$ cat config.mk
export PLATFORM = sky130hd
export DESIGN_NAME = clint_timer
export DESIGN_NICKNAME = d
export VERILOG_FILES = /design/src/rtl/clint_timer.sv
export SDC_FILE = /design/constraint.sdc
export NUM_CORES = 1
export LEC_CHECK = 0
export BUFFER_PORTS_ARGS = -buffer_cell sky130_fd_sc_hd__buf_2
export CORE_ASPECT_RATIO = 1.75
export CORE_MARGIN = 3
export CORE_UTILIZATION = 55
export DETAILED_ROUTE_END_ITERATION = 12
export PLACE_DENSITY_LB_ADDON = 0.1
export REMOVE_ABC_BUFFERS = 1
export SETUP_SLACK_MARGIN = 0.05
export SLEW_MARGIN = 20
export SYNTH_ARGS = -nofsm -noshare
export SYNTH_HDL_FRONTEND = slang
export SYNTH_SLANG_ARGS = --single-unit
export TNS_END_PERCENT = 1
$ cat constraint.sdc
create_clock -name clk -period 3.9 [get_ports clk]
set_input_delay 1.17 -clock clk [delete_from_list [all_inputs] [get_ports clk]]
set_output_delay 1.17 -clock clk [all_outputs]
set_load 0.02 [all_outputs]
$ cat src/rtl/clint_timer.sv
// Machine timer / software-interrupt unit: 64-bit mtime with prescaler, mtimecmp compare, msip.
// Optional macro CLINT_TIMER_HI_LATCH_EN adds a shadow of mtime[63:32] for tear-free lo-then-hi reads.
module clint_timer #(
    parameter int PRESCALE_WIDTH = 8,
    parameter int OFFSET_WIDTH   = 5
) (
    input  logic                    clk,
    input  logic                    rst,
    input  logic                    io_sel,
    input  logic                    io_wen,
    input  logic [OFFSET_WIDTH-1:0] io_addr,
    input  logic [3:0]              io_mask,
    input  logic [31:0]             io_wdata,
    output logic [31:0]             io_rdata,
    output logic                    io_timer_irq,
    output logic                    io_soft_irq,
    output logic                    io_interrupt
);

    localparam int WORD_WIDTH = OFFSET_WIDTH - 2;
    localparam logic [WORD_WIDTH-1:0] W_MTIME_LO = WORD_WIDTH'(0);
    localparam logic [WORD_WIDTH-1:0] W_MTIME_HI = WORD_WIDTH'(1);
    localparam logic [WORD_WIDTH-1:0] W_CMP_LO   = WORD_WIDTH'(2);
    localparam logic [WORD_WIDTH-1:0] W_CMP_HI   = WORD_WIDTH'(3);
    localparam logic [WORD_WIDTH-1:0] W_CTRL     = WORD_WIDTH'(4);
    localparam logic [WORD_WIDTH-1:0] W_MSIP     = WORD_WIDTH'(5);

    function automatic logic [31:0] merge_bytes(input logic [31:0] old_word,
                                                input logic [31:0] new_word,
                                                input logic [3:0]  mask);
        logic [31:0] merged;
        for (int i = 0; i < 4; i++) begin
            merged[8*i +: 8] = mask[i] ? new_word[8*i +: 8] : old_word[8*i +: 8];
        end
        return merged;
    endfunction

    logic [63:0]               mtime_r;
    logic [63:0]               mtimecmp_r;
    logic                      enable_r;
    logic [PRESCALE_WIDTH-1:0] prescale_r;
    logic [PRESCALE_WIDTH-1:0] cnt_r;
    logic                      msip_r;
    logic                      timer_irq_r;
    logic                      interrupt_r;

    logic [WORD_WIDTH-1:0]     word_s;
    logic                      wr_s;
    logic                      tick_s;
    logic [31:0]               ctrl_cur_s;
    logic [31:0]               ctrl_merged_s;
    logic [31:0]               mtime_hi_merged_s;
    logic [63:0]               mtime_nxt_s;
    logic [63:0]               mtimecmp_nxt_s;
    logic [PRESCALE_WIDTH-1:0] cnt_nxt_s;
    logic                      msip_nxt_s;
    logic                      timer_irq_nxt_s;
    logic [31:0]               rdata_s;

    assign word_s            = io_addr[OFFSET_WIDTH-1:2];
    assign wr_s              = io_sel & io_wen;
    assign tick_s            = enable_r & (cnt_r == prescale_r);
    assign ctrl_cur_s        = {{(24-PRESCALE_WIDTH){1'b0}}, prescale_r, 7'b0, enable_r};
    assign ctrl_merged_s     = merge_bytes(ctrl_cur_s, io_wdata, io_mask);
    assign mtime_hi_merged_s = merge_bytes(mtime_r[63:32], io_wdata, io_mask);
    assign timer_irq_nxt_s   = (mtime_r >= mtimecmp_r);

    // Next-state for mtime, mtimecmp, prescale counter and msip; software writes beat the tick.
    always_comb begin
        mtime_nxt_s    = mtime_r;
        mtimecmp_nxt_s = mtimecmp_r;
        cnt_nxt_s      = cnt_r;
        msip_nxt_s     = msip_r;
        if (wr_s && (word_s == W_MTIME_LO)) begin
            mtime_nxt_s = {mtime_r[63:32], merge_bytes(mtime_r[31:0], io_wdata, io_mask)};
        end else if (wr_s && (word_s == W_MTIME_HI)) begin
            mtime_nxt_s = {mtime_hi_merged_s, mtime_r[31:0]};
        end else if (tick_s) begin
            mtime_nxt_s = mtime_r + 64'd1;
        end else begin
            mtime_nxt_s = mtime_r;
        end
        if (wr_s && (word_s == W_CMP_LO)) begin
            mtimecmp_nxt_s = {mtimecmp_r[63:32], merge_bytes(mtimecmp_r[31:0], io_wdata, io_mask)};
        end else if (wr_s && (word_s == W_CMP_HI)) begin
            mtimecmp_nxt_s = {merge_bytes(mtimecmp_r[63:32], io_wdata, io_mask), mtimecmp_r[31:0]};
        end else begin
            mtimecmp_nxt_s = mtimecmp_r;
        end
        if (wr_s && (word_s == W_CTRL)) begin
            cnt_nxt_s = '0;
        end else if (enable_r) begin
            cnt_nxt_s = tick_s ? '0 : cnt_r + PRESCALE_WIDTH'(1);
        end else begin
            cnt_nxt_s = cnt_r;
        end
        if (wr_s && (word_s == W_MSIP) && io_mask[0]) begin
            msip_nxt_s = io_wdata[0];
        end else begin
            msip_nxt_s = msip_r;
        end
    end

    // State and interrupt output registers.
    always_ff @(posedge clk) begin
        if (rst) begin
            mtime_r     <= 64'd0;
            mtimecmp_r  <= 64'hFFFF_FFFF_FFFF_FFFF;
            enable_r    <= 1'b1;
            prescale_r  <= '0;
            cnt_r       <= '0;
            msip_r      <= 1'b0;
            timer_irq_r <= 1'b0;
            interrupt_r <= 1'b0;
        end else begin
            mtime_r     <= mtime_nxt_s;
            mtimecmp_r  <= mtimecmp_nxt_s;
            cnt_r       <= cnt_nxt_s;
            msip_r      <= msip_nxt_s;
            timer_irq_r <= timer_irq_nxt_s;
            interrupt_r <= timer_irq_nxt_s | msip_nxt_s;
            if (wr_s && (word_s == W_CTRL)) begin
                enable_r   <= ctrl_merged_s[0];
                prescale_r <= ctrl_merged_s[8 +: PRESCALE_WIDTH];
            end else begin
                enable_r   <= enable_r;
                prescale_r <= prescale_r;
            end
        end
    end

    logic [31:0] hi_read_s;

`ifdef CLINT_TIMER_HI_LATCH_EN
    logic [31:0] hi_shadow_r;

    // Shadow of the high word, captured by a low-word read or a high-word write.
    always_ff @(posedge clk) begin
        if (rst) begin
            hi_shadow_r <= 32'd0;
        end else if (io_sel && !io_wen && (word_s == W_MTIME_LO)) begin
            hi_shadow_r <= mtime_r[63:32];
        end else if (wr_s && (word_s == W_MTIME_HI)) begin
            hi_shadow_r <= mtime_hi_merged_s;
        end else begin
            hi_shadow_r <= hi_shadow_r;
        end
    end

    assign hi_read_s = hi_shadow_r;
`else
    assign hi_read_s = mtime_r[63:32];
`endif

    // Combinational read mux over the current register state.
    always_comb begin
        rdata_s = 32'd0;
        if (io_sel) begin
            case (word_s)
                W_MTIME_LO: rdata_s = mtime_r[31:0];
                W_MTIME_HI: rdata_s = hi_read_s;
                W_CMP_LO:   rdata_s = mtimecmp_r[31:0];
                W_CMP_HI:   rdata_s = mtimecmp_r[63:32];
                W_CTRL:     rdata_s = ctrl_cur_s;
                W_MSIP:     rdata_s = {31'd0, msip_r};
                default:    rdata_s = 32'd0;
            endcase
        end else begin
            rdata_s = 32'd0;
        end
    end

    assign io_rdata     = rdata_s;
    assign io_timer_irq = timer_irq_r;
    assign io_soft_irq  = msip_r;
    assign io_interrupt = interrupt_r;

endmodule

==> results of run 1 <==
## worst register-to-register path, stage by stage (launching register included)
cell	delay (ps)
sky130_fd_sc_hd__dfxtp_1	440
sky130_fd_sc_hd__inv_1	120
sky130_fd_sc_hd__ha_1	290
sky130_fd_sc_hd__nand2b_1	170
sky130_fd_sc_hd__a2111o_1	430
sky130_fd_sc_hd__a221oi_1	620
sky130_fd_sc_hd__o21ai_0	430
sky130_fd_sc_hd__a211oi_1	380
sky130_fd_sc_hd__a31oi_1	140
## per-stage QoR
step | setup TNS [ps] | instances | hold WS [ps] | worst slack, ps
final | 0 | 1640 | 519 | 81.0
after global routing | 0 | 1640 | 542 | 50.3
after CTS | 0 | 1640 | 520 | 106
after detailed placement | 0 | 1610 | 507 | 99.3
after global placement | 0 | 1610 | 498 | 93.2
after floorplan | -20240 | 1241 | 469 | -635
## layer usage
layer,part of all wire [%],up-vias,GRT usage [%],wire length [microns]
met1,36,5107,39.6,12800
met2,49,520,63.2,17600
li1,-,5088,-,-
met5,0,-,0,0
met3,6.4,172,5.22,2290
met4,8.2,0,27.5,2900
## area by class of cell
| class | instances | area [sq um] | area share, % |
|---|---|---|---|
| multi-input cells | 1018 | 6370 | 56.3 |
| clock inverters | 5 | 50.0 | 0.443 |
| flip-flops and latches | 148 | 2960 | 26.2 |
| repair buffers | 138 | 860 | 7.60 |
| well taps | 231 | 289 | 2.56 |
| inverters | 75 | 282 | 2.49 |
| clock buffers | 25 | 495 | 4.38 |
## power breakdown
group | switching [mW] | leakage [nW] | internal [mW]
sequential | 0.0469 | 1.20 | 1.54
clock | 0.648 | 0.273 | 0.934
combinational | 0.322 | 3.35 | 0.161
## state kept, by name, summed over array words and instances (netlist names)
name and flops:
mtime_r 64, cnt_r 8, io_timer_irq 1, io_interrupt 1
enable_r 1, prescale_r 8, mtimecmp_r 64, io_soft_irq 1
## logic make-up (layout without fill, tap and decap cells)
group | count (synthesis) | in the layout | synth area share [%]
xor+xnor | 17 | 17 | 1.49
mux | 6 | 6 | 0.602
buf+inv | 171 | 243 | 6.73
flops | 148 | 148 | 29.7
fa+ha+maj | 66 | 66 | 8.27
simple gates | 490 | 490 | 24.1
compound gates | 439 | 439 | 29.1
## cells in the final DEF, fill, tap and decap left out, types with 59 or more instances in the layout
master	count
sky130_fd_sc_hd__inv_1	74
sky130_fd_sc_hd__buf_4	59
sky130_fd_sc_hd__a21oi_1	117
sky130_fd_sc_hd__o211ai_1	65
sky130_fd_sc_hd__ha_1	66
sky130_fd_sc_hd__nor2_1	95
sky130_fd_sc_hd__o21ai_0	74
sky130_fd_sc_hd__buf_2	77
sky130_fd_sc_hd__nand2_1	190
sky130_fd_sc_hd__dfxtp_1	148
## what timing repair did
action,in CTS,in global routing
hold buffers,0,0
endpoints found under the setup margin,0,7
resized for setup,0,1
endpoints found under the hold margin,0,0
## final timing paths
| path | start | end | slack (ps) | depth (start not counted) |
|---|---|---|---|---|
| min reg2reg | mtimecmp_r[12] | mtimecmp_r[12] | 520 | 2 |
| min | mtimecmp_r[12] | mtimecmp_r[12] | 520 | 2 |
| max reg2reg | mtime_r[0] | io_interrupt | 750 | 8 |
| max | io_addr[3] | io_rdata[4] | 80 | 7 |
==> impl_metrics.ini, run 1 <==
[job]
drv.max_cap_violation_count = 0

[synthesis]
synth-edff-count = 0
leading_cell_types_by_total_area_after_synthesis = sky130_fd_sc_hd__dfxtp_1 30%, sky130_fd_sc_hd__ha_1 8.3%, sky130_fd_sc_hd__nand2_1 7.1%
synth-main-ff-cell = sky130_fd_sc_hd__dfxtp_1
synth_area_leader_cell = sky130_fd_sc_hd__dfxtp_1
yosys-top-cells-count = 190 x sky130_fd_sc_hd__nand2_1, 148 x sky130_fd_sc_hd__dfxtp_1, 117 x sky130_fd_sc_hd__a21oi_1
ffs_w_async_s_r_synth_pct = 0
synth_top_area_share_pct = 29.7
synthDistinctLibCells = 73
synth.yosys.seq_area_share_pct = 29.7
number_of_standard_cells_after_synthesis = 1337
yosysMostFrequentCell = sky130_fd_sc_hd__nand2_1
synth-warning-count = 0
synth_seq_cells = 148
syn_avg_cell_area_sq_um = 7.47
syn-cell-area_sq_um = 9980

[timing]
max_slew.worst_pin.slew_ps = 871
max_freq_ghz = 0.262
unrepaired_setup_endpoints_after_global_routing = false
report.final.slew_viol_count = 0
final.period_utilization_pct = 97.9
skew_ps = 10.2
hold_violations = 0
relSlewSlack_pct = 41.4
clock_period_minus_final_worst_setup_slack_ps = 3820
finalSetupViolCount = 0

[clock_tree]
cts_num_sinks = 148
tritoncts = built
cts-htree-levels = 4
clock_insertion_delay_worst_skew_ps = 440
cts.root.buffer_cell = sky130_fd_sc_hd__clkbuf_16
clockBufferDepth = 2
clkSlewWorstSetupHoldPaths_ps = 60
cts_setup_buffers = 0
cts_buffers = 17

[pwr]
vdd.ir_drop.worst_v = 0.000259
design_power_total_mw = 3.65
total_leakage_power_nw = 4.82
p_per_area_nw_per_um2 = 323

[detailed_routing]
drcViolationCount = 0
drt_wl_total_microns = 35500
drt_first_iter_violations = 762
routed-via-count = 10900
routedWlPerCell_microns = 21.7
ant_nets = 0
post_dr_vias_cell = 6.64
detailed_router_iteration_count_before_antenna_repair = 6

[floorplan]
io-pin-count = 80
design.die.area_sq_um = 19900
row_cnt = 64
chipHeight_microns = 184
die_width_microns = 108
floorplan.initialDensity_pct = 56.7
core_area_sq_um = 17600

[global_routing]
grt_overflow_total = 0
pin_count_of_the_biggest_net_entering_global_routing = 40
first_global_vias = 10700
gr-usage-all-layers_pct = 36.5
grt_pass1_wl_microns = 56400
grt_antenna_before_repair = 0

[setup_path]
critPathArrivalTime_ps = 2650
worstPathBufferInverterCount = 4
critical-path-slowest-cell = sky130_fd_sc_hd__nor3_4
critPathRequiredTime_ps = 2730
critical-path-top-delay-family = buffers and inverters
cp_slowest_stage_delay_ps = 310
cp_cell_sequence = buf_2 > buf_4 > nor3_4 > buf_4 > a22oi_1 > a21oi_1 > buf_2
worstPathMaxFanout = 10
cp-start-kind = input pin
worst-setup-path-type = input pin to primary output
end_kind = primary output

[placement]
dpl-instance-area_sq_um = 10800
dpl.hpwl_microns = 26500
globalplace.congestion = 0.970
numPortBuffers = 77

[final_layout]
drive_above_1_share_pct = 13.3
antenna_cells_inserted = 0
num-nets-final = 1509
fin_util_pct = 64.2
fill_cell_instance_count_of_the_final_layout = 1684
area_growth_syn_to_layout_pct = 13.3
stdcell_area_sq_um = 11300

[outcome]
outcome = finished clean

[hold_path]
min_path_type = flop to flop
Power figures use the tool's default switching activity.
==> inputs of run 2 (changes only) <==
Settings changed: PLACE_DENSITY from default to 0.77, PLACE_DENSITY_LB_ADDON 0.1 to default, REMOVE_ABC_BUFFERS 1 to default.
==> run 2 against run 1 <==
  * Hold slack improved by 3.1 ps
  * Global-route usage decreased by 0.090 points
  * Register-to-register slack got worse by 20 ps
  * Utilization increased by 0.61 points
  * Combinational power about the same
  * First-iteration DRC count increased by 31%
  * Sequential power about the same
  * Final area increased by 0.95%
  * Critical endpoint is now io_rdata[1]
==> impl_metrics.ini, run 2 (synthesis gave the netlist of run 1 again) <==
[setup_path]
end_kind = primary output
critPathArrivalTime_ps = 2570
critPathRequiredTime_ps = 2730
worstPathMaxFanout = 11
worst-setup-path-type = input pin to primary output
cp-start-kind = input pin

[timing]
max_freq_ghz = 0.268
final.period_utilization_pct = 95.8
report.final.slew_viol_count = 0
finalSetupViolCount = 0
unrepaired_setup_endpoints_after_global_routing = false
relSlewSlack_pct = 25.9
hold_violations = 0
clock_period_minus_final_worst_setup_slack_ps = 3740
max_slew.worst_pin.slew_ps = 1100
skew_ps = 8.68
setup_total_negative_slack_ps = 0

[clock_tree]
cts_num_sinks = 148
cts_hold_buf = 0
clkSlewWorstSetupHoldPaths_ps = 60
cts_buffers = 17
cts_setup_buffers = 0
cts-htree-levels = 4
cts.root.buffer_cell = sky130_fd_sc_hd__clkbuf_16
clock_insertion_delay_worst_skew_ps = 440
tritoncts = built
cts_resized = 0
clockBufferDepth = 2

[placement]
dpl.hpwl_microns = 25700
globalplace.congestion = 1.03
numPortBuffers = 77
placedCellCount = 1595

[detailed_routing]
post_dr_vias_cell = 6.80
routed-via-count = 11100
drt_wl_total_microns = 35700
routedWlPerCell_microns = 22.0
detailed_router_iteration_count_before_antenna_repair = 5
drcViolationCount = 0
ant_nets = 0
drt_first_iter_violations = 998

[pwr]
total_leakage_power_nw = 4.79
p_per_area_nw_per_um2 = 345
vdd.ir_drop.worst_v = 0.000282

[floorplan]
io-pin-count = 80
chipHeight_microns = 184
floorplan.initialDensity_pct = 56.7
design.die.area_sq_um = 19900
row_cnt = 64
die_width_microns = 108
core_area_sq_um = 17600

[final_layout]
fin_util_pct = 64.8
layout.cells.most_common_list = 190 x sky130_fd_sc_hd__nand2_1, 148 x sky130_fd_sc_hd__dfxtp_1, 97 x sky130_fd_sc_hd__a21oi_1, 95 x sky130_fd_sc_hd__nor2_1, 77 x sky130_fd_sc_hd__buf_2
antenna_cells_inserted = 0
drive_above_1_share_pct = 14.3
num-nets-final = 1494
area_growth_syn_to_layout_pct = 14.3
reg_top3 = mtime_r (64), mtimecmp_r (64)
post_layout_nonfiller_instances = 1627
layout_commonest_cell = sky130_fd_sc_hd__nand2_1

[global_routing]
gr-usage-all-layers_pct = 36.4
first_global_vias = 10600
grt_overflow_total = 0
pin_count_of_the_biggest_net_entering_global_routing = 72
grt_pass1_wl_microns = 56200
grt_antenna_before_repair = 0

[job]
drv.max_cap_violation_count = 0

[synthesis]
syn-num-nets = 1448

[hold_path]
min_path_type = flop to flop

[outcome]
outcome = finished clean
==> run 2: worst paths after layout <==
path | cells past startpoint | to | slack (ps) | startpoint
setup / recovery | 6 | io_rdata[1] | 160 | io_addr[2]
hold / removal | 2 | mtimecmp_r[9] | 520 | mtimecmp_r[9]
setup reg to reg | 8 | io_interrupt | 730 | mtime_r[0]
hold reg to reg | 2 | mtimecmp_r[9] | 520 | mtimecmp_r[9]
==> run 2: per-layer routing <==
| metal | wire length, microns | vias to the layer above | global-route usage, % |
|---|---|---|---|
| met2 | 17000 | 658 | 60.3 |
| met1 | 12300 | 5130 | 39.3 |
| met5 | 0 | - | 0 |
| li1 | - | 5062 | - |
| met4 | 3350 | 0 | 30.4 |
| met3 | 3050 | 216 | 7.40 |
==> run 2: cell type report <==
| class | count | area (sq um) |
|---|---|---|
| Multi-Input combinational cell | 1018 | 6450 |
| Tap cell | 231 | 289 |
| Fill cell | 1597 | 6200 |
| Timing Repair Buffer | 123 | 781 |
| Sequential cell | 148 | 2960 |
| Clock buffer | 17 | 425 |
| Inverter | 75 | 282 |
| Clock inverter | 15 | 229 |
==> run 2: critical path, stage by stage <==
cell and delay (ps):
sky130_fd_sc_hd__buf_2 230, sky130_fd_sc_hd__and2_1 380, sky130_fd_sc_hd__buf_4 270, sky130_fd_sc_hd__a22oi_1 110
sky130_fd_sc_hd__a21oi_1 200, sky130_fd_sc_hd__buf_2 200
==> run 2: power breakdown <==
group	total (mW)	switching (mW)	leakage (nW)	internal [mW]
logic	0.485	0.327	3.29	0.158
clock network	1.86	0.719	0.306	1.14
registers	1.59	0.0475	1.20	1.54
==> run 2: stage by stage <==
step	power [mW]	instance area (sq um)	setup slack, ps	hold WS (ps)
floorplan	1.90	10100	49.8	469
global placement	2.08	10800	221	505
detailed placement	2.09	10800	219	514
CTS	3.93	11400	218	526
global route	4.04	11400	90.4	543
finish	3.93	11400	164	522
